==> src/rtl/lbuf_rd_req.sv <==
`default_nettype none
// ============================================================================
// Module   : lbuf_rd_req
// Purpose  : Splits a host buffer descriptor into PCIe memory-read requests
//            paced by outstanding-tag credits. Define LBUF_RD_REQ_STATS_EN
//            to add the req_cnt accepted-request counter.
// Revision : 1.0
// ============================================================================
module lbuf_rd_req #(
  parameter int MAX_OUTSTANDING = 8,
  parameter int TAG_W           = 5
) (
  input  logic             clk,
  input  logic             rst,
  input  logic             lbuf_en,
  input  logic [63:0]      lbuf_addr,
  input  logic [31:0]      lbuf_len,
  output logic             lbuf_dn,
  output logic             rd_lbuf,
  input  logic             wt_lbuf,
  input  logic [2:0]       max_rd_req,
  output logic             req_valid,
  output logic [63:0]      req_addr,
  output logic [10:0]      req_dws,
  output logic [TAG_W-1:0] req_tag,
  input  logic             req_ack,
  input  logic             cpl_done
`ifdef LBUF_RD_REQ_STATS_EN
  ,
  output logic [31:0]      req_cnt
`endif
);

  localparam int                 c_out_w   = $clog2(MAX_OUTSTANDING + 1);
  localparam logic [c_out_w-1:0] c_max_out = c_out_w'(MAX_OUTSTANDING);
  localparam logic [c_out_w-1:0] c_out_one = c_out_w'(1);
  localparam logic [TAG_W-1:0]   c_tag_one = TAG_W'(1);

  typedef enum logic [2:0] {
    ST_IDLE     = 3'd0,
    ST_ANNOUNCE = 3'd1,
    ST_CALC     = 3'd2,
    ST_ISSUE    = 3'd3,
    ST_DONE     = 3'd4
  } state_t;

  state_t             r_state;
  state_t             w_state_nxt;
  logic [63:0]        r_addr;
  logic [32:0]        r_rem;
  logic [10:0]        r_mrrs;
  logic [10:0]        r_chunk;
  logic [TAG_W-1:0]   r_tag;
  logic [c_out_w-1:0] r_out;

  logic               w_start;
  logic               w_accept;
  logic               w_cpl;
  logic [10:0]        w_mrrs;
  logic [10:0]        w_dw_to_4k;
  logic [10:0]        w_lim;
  logic [10:0]        w_chunk;

  // Encodings 5..7 all saturate at the 1024-DW maximum request size.
  assign w_mrrs     = (max_rd_req >= 3'd5) ? 11'd1024 : (11'd32 << max_rd_req);
  assign w_dw_to_4k = 11'd1024 - {1'b0, r_addr[11:2]};
  assign w_lim      = (w_dw_to_4k < r_mrrs) ? w_dw_to_4k : r_mrrs;
  assign w_chunk    = (r_rem < {22'd0, w_lim}) ? r_rem[10:0] : w_lim;
  assign w_cpl      = cpl_done && (r_out != '0);

  always_comb begin
    w_state_nxt = r_state;
    w_start     = 1'b0;
    w_accept    = 1'b0;
    case (r_state)
      ST_IDLE: begin
        if (lbuf_en && !wt_lbuf) begin
          // Empty descriptors are retired straight away without announcing.
          if (lbuf_len == 32'd0) begin
            w_state_nxt = ST_DONE;
          end else begin
            w_state_nxt = ST_ANNOUNCE;
            w_start     = 1'b1;
          end
        end
      end
      ST_ANNOUNCE: begin
        if (wt_lbuf) w_state_nxt = ST_CALC;
      end
      ST_CALC: begin
        if (r_out < c_max_out) w_state_nxt = ST_ISSUE;
      end
      ST_ISSUE: begin
        if (req_ack) begin
          w_accept    = 1'b1;
          w_state_nxt = (r_rem == {22'd0, r_chunk}) ? ST_DONE : ST_CALC;
        end
      end
      ST_DONE: begin
        w_state_nxt = ST_IDLE;
      end
      default: begin
        w_state_nxt = ST_IDLE;
      end
    endcase
  end

  always_ff @(posedge clk or posedge rst) begin
    if (rst) begin
      r_state <= ST_IDLE;
      r_addr  <= 64'd0;
      r_rem   <= 33'd0;
      r_mrrs  <= 11'd0;
      r_chunk <= 11'd0;
      r_tag   <= '0;
    end else begin
      r_state <= w_state_nxt;
      if (w_start) begin
        r_addr <= lbuf_addr;
        r_rem  <= {lbuf_len, 1'b0};
        r_mrrs <= w_mrrs;
      end
      if (r_state == ST_CALC) begin
        r_chunk <= w_chunk;
      end
      if (w_accept) begin
        r_addr <= r_addr + {51'd0, r_chunk, 2'b00};
        r_rem  <= r_rem - {22'd0, r_chunk};
        r_tag  <= r_tag + c_tag_one;
      end
    end
  end

  // Credit count survives across buffers; a return with nothing in flight is dropped.
  always_ff @(posedge clk or posedge rst) begin
    if (rst) begin
      r_out <= '0;
    end else if (w_accept && !w_cpl) begin
      r_out <= r_out + c_out_one;
    end else if (!w_accept && w_cpl) begin
      r_out <= r_out - c_out_one;
    end
  end

`ifdef LBUF_RD_REQ_STATS_EN
  logic [31:0] r_req_cnt;

  always_ff @(posedge clk or posedge rst) begin
    if (rst) begin
      r_req_cnt <= 32'd0;
    end else if (w_accept) begin
      r_req_cnt <= r_req_cnt + 32'd1;
    end
  end

  assign req_cnt = r_req_cnt;
`endif

  assign lbuf_dn   = (r_state == ST_DONE);
  assign rd_lbuf   = (r_state == ST_ANNOUNCE);
  assign req_valid = (r_state == ST_ISSUE);
  assign req_addr  = r_addr;
  assign req_dws   = r_chunk;
  assign req_tag   = r_tag;

endmodule
`default_nettype wire

==> config.mk <==
export PLATFORM = sky130hd
export DESIGN_NAME = lbuf_rd_req
export DESIGN_NICKNAME = d
export VERILOG_FILES = /design/src/rtl/lbuf_rd_req.sv
export SDC_FILE = /design/constraint.sdc
export NUM_CORES = 1
export LEC_CHECK = 0
export BUFFER_PORTS_ARGS = -buffer_cell sky130_fd_sc_hd__buf_4
export CAP_MARGIN = 20
export CORE_ASPECT_RATIO = 0.9
export CORE_MARGIN = 2
export CORE_UTILIZATION = 31
export DETAILED_ROUTE_END_ITERATION = 7
export PLACE_DENSITY = 0.48
export SLEW_MARGIN = 20
export SYNTH_ARGS = -nofsm -noshare
export SYNTH_HDL_FRONTEND = slang
export SYNTH_SLANG_ARGS = --single-unit
==> constraint.sdc <==
create_clock -name clk -period 5.3 [get_ports clk]
set_input_delay 1.325 -clock clk [delete_from_list [all_inputs] [get_ports clk]]
set_output_delay 1.325 -clock clk [all_outputs]
set_load 0.005 [all_outputs]
==> results_dict.tcl <==
set metrics [dict create \
    die_area_mm2 0.0288 \
    cts_buffers 17 \
    min_to "req_tag[4]" \
    worstMarginPinSlew_ns 1.04 \
    skew_ns 0.0116 \
    slew_headroom 0.308 \
    cts.path.max_buffers 2 \
    synth.avg_cell_area_um2 8.40 \
    wl_per_cell_um 19.9 \
    nNetsFinal 1335 \
    root_buffer "clkbuf_16" \
    multiInputGateArea_mm2 0.00503 \
    ys_seq_area_frac 0.370 \
    yosys-top-cells-count "nand2_1 (137), dfrtp_1 (126), o21ai_0 (72), nor2_1 (59), nand3_1 (56)" \
    rows 57 \
    synth_top_flop_cell "dfrtp_1" \
    yosys.area.top_type "dfrtp_1" \
    num-fill-cells 2775 \
    seq_area_mm2 0.00315 \
    grt_max_degree 110 \
    critical_path_class "register to register" \
    netlist_area_mm2 0.00852 \
    hp-start "req_tag[4]" \
    worst-path-max-fanout 19 \
    portBuffers 187 \
    cts_hold_buffers 0 \
    grt_pass1_vias 8249 \
    rsz0062_at_grt "no" \
    ys_warn_count 0 \
    gp_congestion 0.815 \
    drcViolationCount 0 \
    rr_endpoint "req_dws[6]" \
    synth_nets 1165 \
    leakage_nw 4.91 \
    synth_cell_types 62 \
    timing.final.crit_share 0.925 \
    hpwl_mm 22.2 \
    drtIter0Drc 662 \
    placedInstanceArea_mm2 0.0103 \
    syn_inst 1014 \
    setup_viol 0 \
    dr_total_vias 8664 \
    synth.ff_latch_count 126 \
    r2r_cells 17 \
    ant_nets 0 \
    final_cell_area_mm2 0.0109 \
    vias_per_cell 5.59 \
    min_path_type "register to register" \
    die_h_um 161 \
    antenna_found_initial 0 \
    area_growth_pct 27.9 \
    grt_usage 0.218 \
    grt_pass1_wl_mm 48.4 \
    num_antenna_cells 0 \
    hold_ws_ns 0.474 \
    htree_levels 4 \
    drive_above_1_share 0.215 \
    holdPathStages 1 \
    cts_sinks 126 \
    startpoint_type "register" \
    die_x_um 179 \
    io_pins 188 \
    synthArstFlopShare 1.00 \
    clk_pin_slew_ns 0.06 \
    endpoint_kind "register" \
    yosysTopAreaCellShare 0.370 \
    synthTopCellsByArea "dfrtp_1 (37%), ha_1 (6.3%), nand2_1 (6.0%), o21ai_0 (4.2%), nand3_1 (3.3%)" \
    cap_viol_max_count 0 \
    tns_ns 0 \
    start_util 0.315 \
    coreArea_mm2 0.0270 \
    worstSkewPairLatency_ns 0.43 \
    yosysMostFrequentCell "nand2_1" \
    crit-reg2reg-launch "req_addr[4]" \
    overflow 0 \
    power_w 0.00584 \
    dr.pass1.iters 5 \
    period_minus_slack_ns 4.90 \
    power_density_mw_per_mm2 536 \
    outcome "finished clean" \
    cts_tree "yes" \
    arrival_ns 5.17 \
    crit_required_ns 5.57 \
    maxSlewViolCount 0 \
    synth_edf_count 0 \
    max_freq_ghz 0.204 \
    finalWirelength_mm 30.8 \
    reg2reg_slack_ns 0.40 \
    vdd_ir_drop_max_v 0.000183 \
    hold_viol 0 \
]
layout make-up:
cell class              instances  area share
flip-flops and latches        126       0.289
repair buffers                203       0.141
multi-input cells             790       0.461
clock inverters                14      0.0110
inverters                      46      0.0163
clock buffers                  18      0.0403
well taps                     354      0.0406
stage by stage:
step                 util  setup slack (ns)  instances
floorplan               -             0.313       1014
global route        0.403            0.0441       1551
CTS                 0.402            0.0798       1551
finish              0.403             0.396       1551
detailed placement  0.382             0.141       1519
global placement    0.382             0.188       1519
report_power, final:
part	internal, W	switching [W]
combinational	0.00135	0.00168
clock	0.000655	0.000489
sequential	0.00126	0.000402
layout by cell type (no fill, tap or decap), types with 29 or more instances in the layout:
master / count
buf_4: 202
nand2_1: 136
dfrtp_1: 126
o21ai_0: 72
nor2_1: 58
nand3_1: 56
inv_1: 44
a21oi_1: 44
ha_1: 43
nor3_1: 29
o211ai_1: 29
flip-flops by register name (all words and copies together) (netlist names):
name and count:
r_rem 33, req_addr 64, r_out 4, r_state 3
req_dws 11, req_tag 5, r_mrrs 6
worst max-delay path, cell delays in order (launching register included):
cell,delay [ns]
dfrtp_1,0.47
or4_1,0.64
nor4_2,0.19
nand2_1,0.10
xor2_1,0.22
ha_1,0.28
o21ai_0,0.22
a211oi_1,0.08
nor3_1,0.24
buf_4,0.24
nand2_1,0.10
ha_1,0.29
and2_0,0.17
a221o_1,0.31
a221o_1,0.33
or4_4,0.56
o211ai_1,0.20
o21ai_0,0.11
layer usage:
layer / GRT usage / wire [um] / vias to the layer above
met3: 0.0367 / 1680 / 22
met1: 0.340 / 15500 / 4240
met4: 0.0469 / 386 / 0
met2: 0.311 / 13200 / 258
met5: 0 / 0 / -
li1: - / - / 4144
how the worst max path moves through the flow:
stage           startpoint     endpoint
2_1_floorplan  req_addr[4]   req_dws[6]
3_3_place_gp   req_addr[4]   req_dws[6]
3_5_place_dp   req_addr[4]   req_dws[6]
4_1_cts        req_addr[4]   req_dws[6]
5_1_grt        req_addr[4]  req_dws[10]
6_report       req_addr[4]   req_dws[6]
logic make-up after synthesis:
logic type | Yosys count | share of synthesized area
muxes | 13 | 0.0154
adders and majority gates | 46 | 0.0702
and+or+nand+nor | 421 | 0.248
xor gates and xnor gates | 32 | 0.0329
DFF | 126 | 0.370
buffers and inverters | 98 | 0.0449
AOI/OAI and AO/OA | 278 | 0.218
what timing repair did:
action                                  in CTS  in global routing
hold endpoints to repair                     0                  0
gates resized for setup                      0                  2
setup buffers                                0                  0
endpoints found under the setup margin       0                 11
Note: power is estimated with default switching activity, not from simulation.
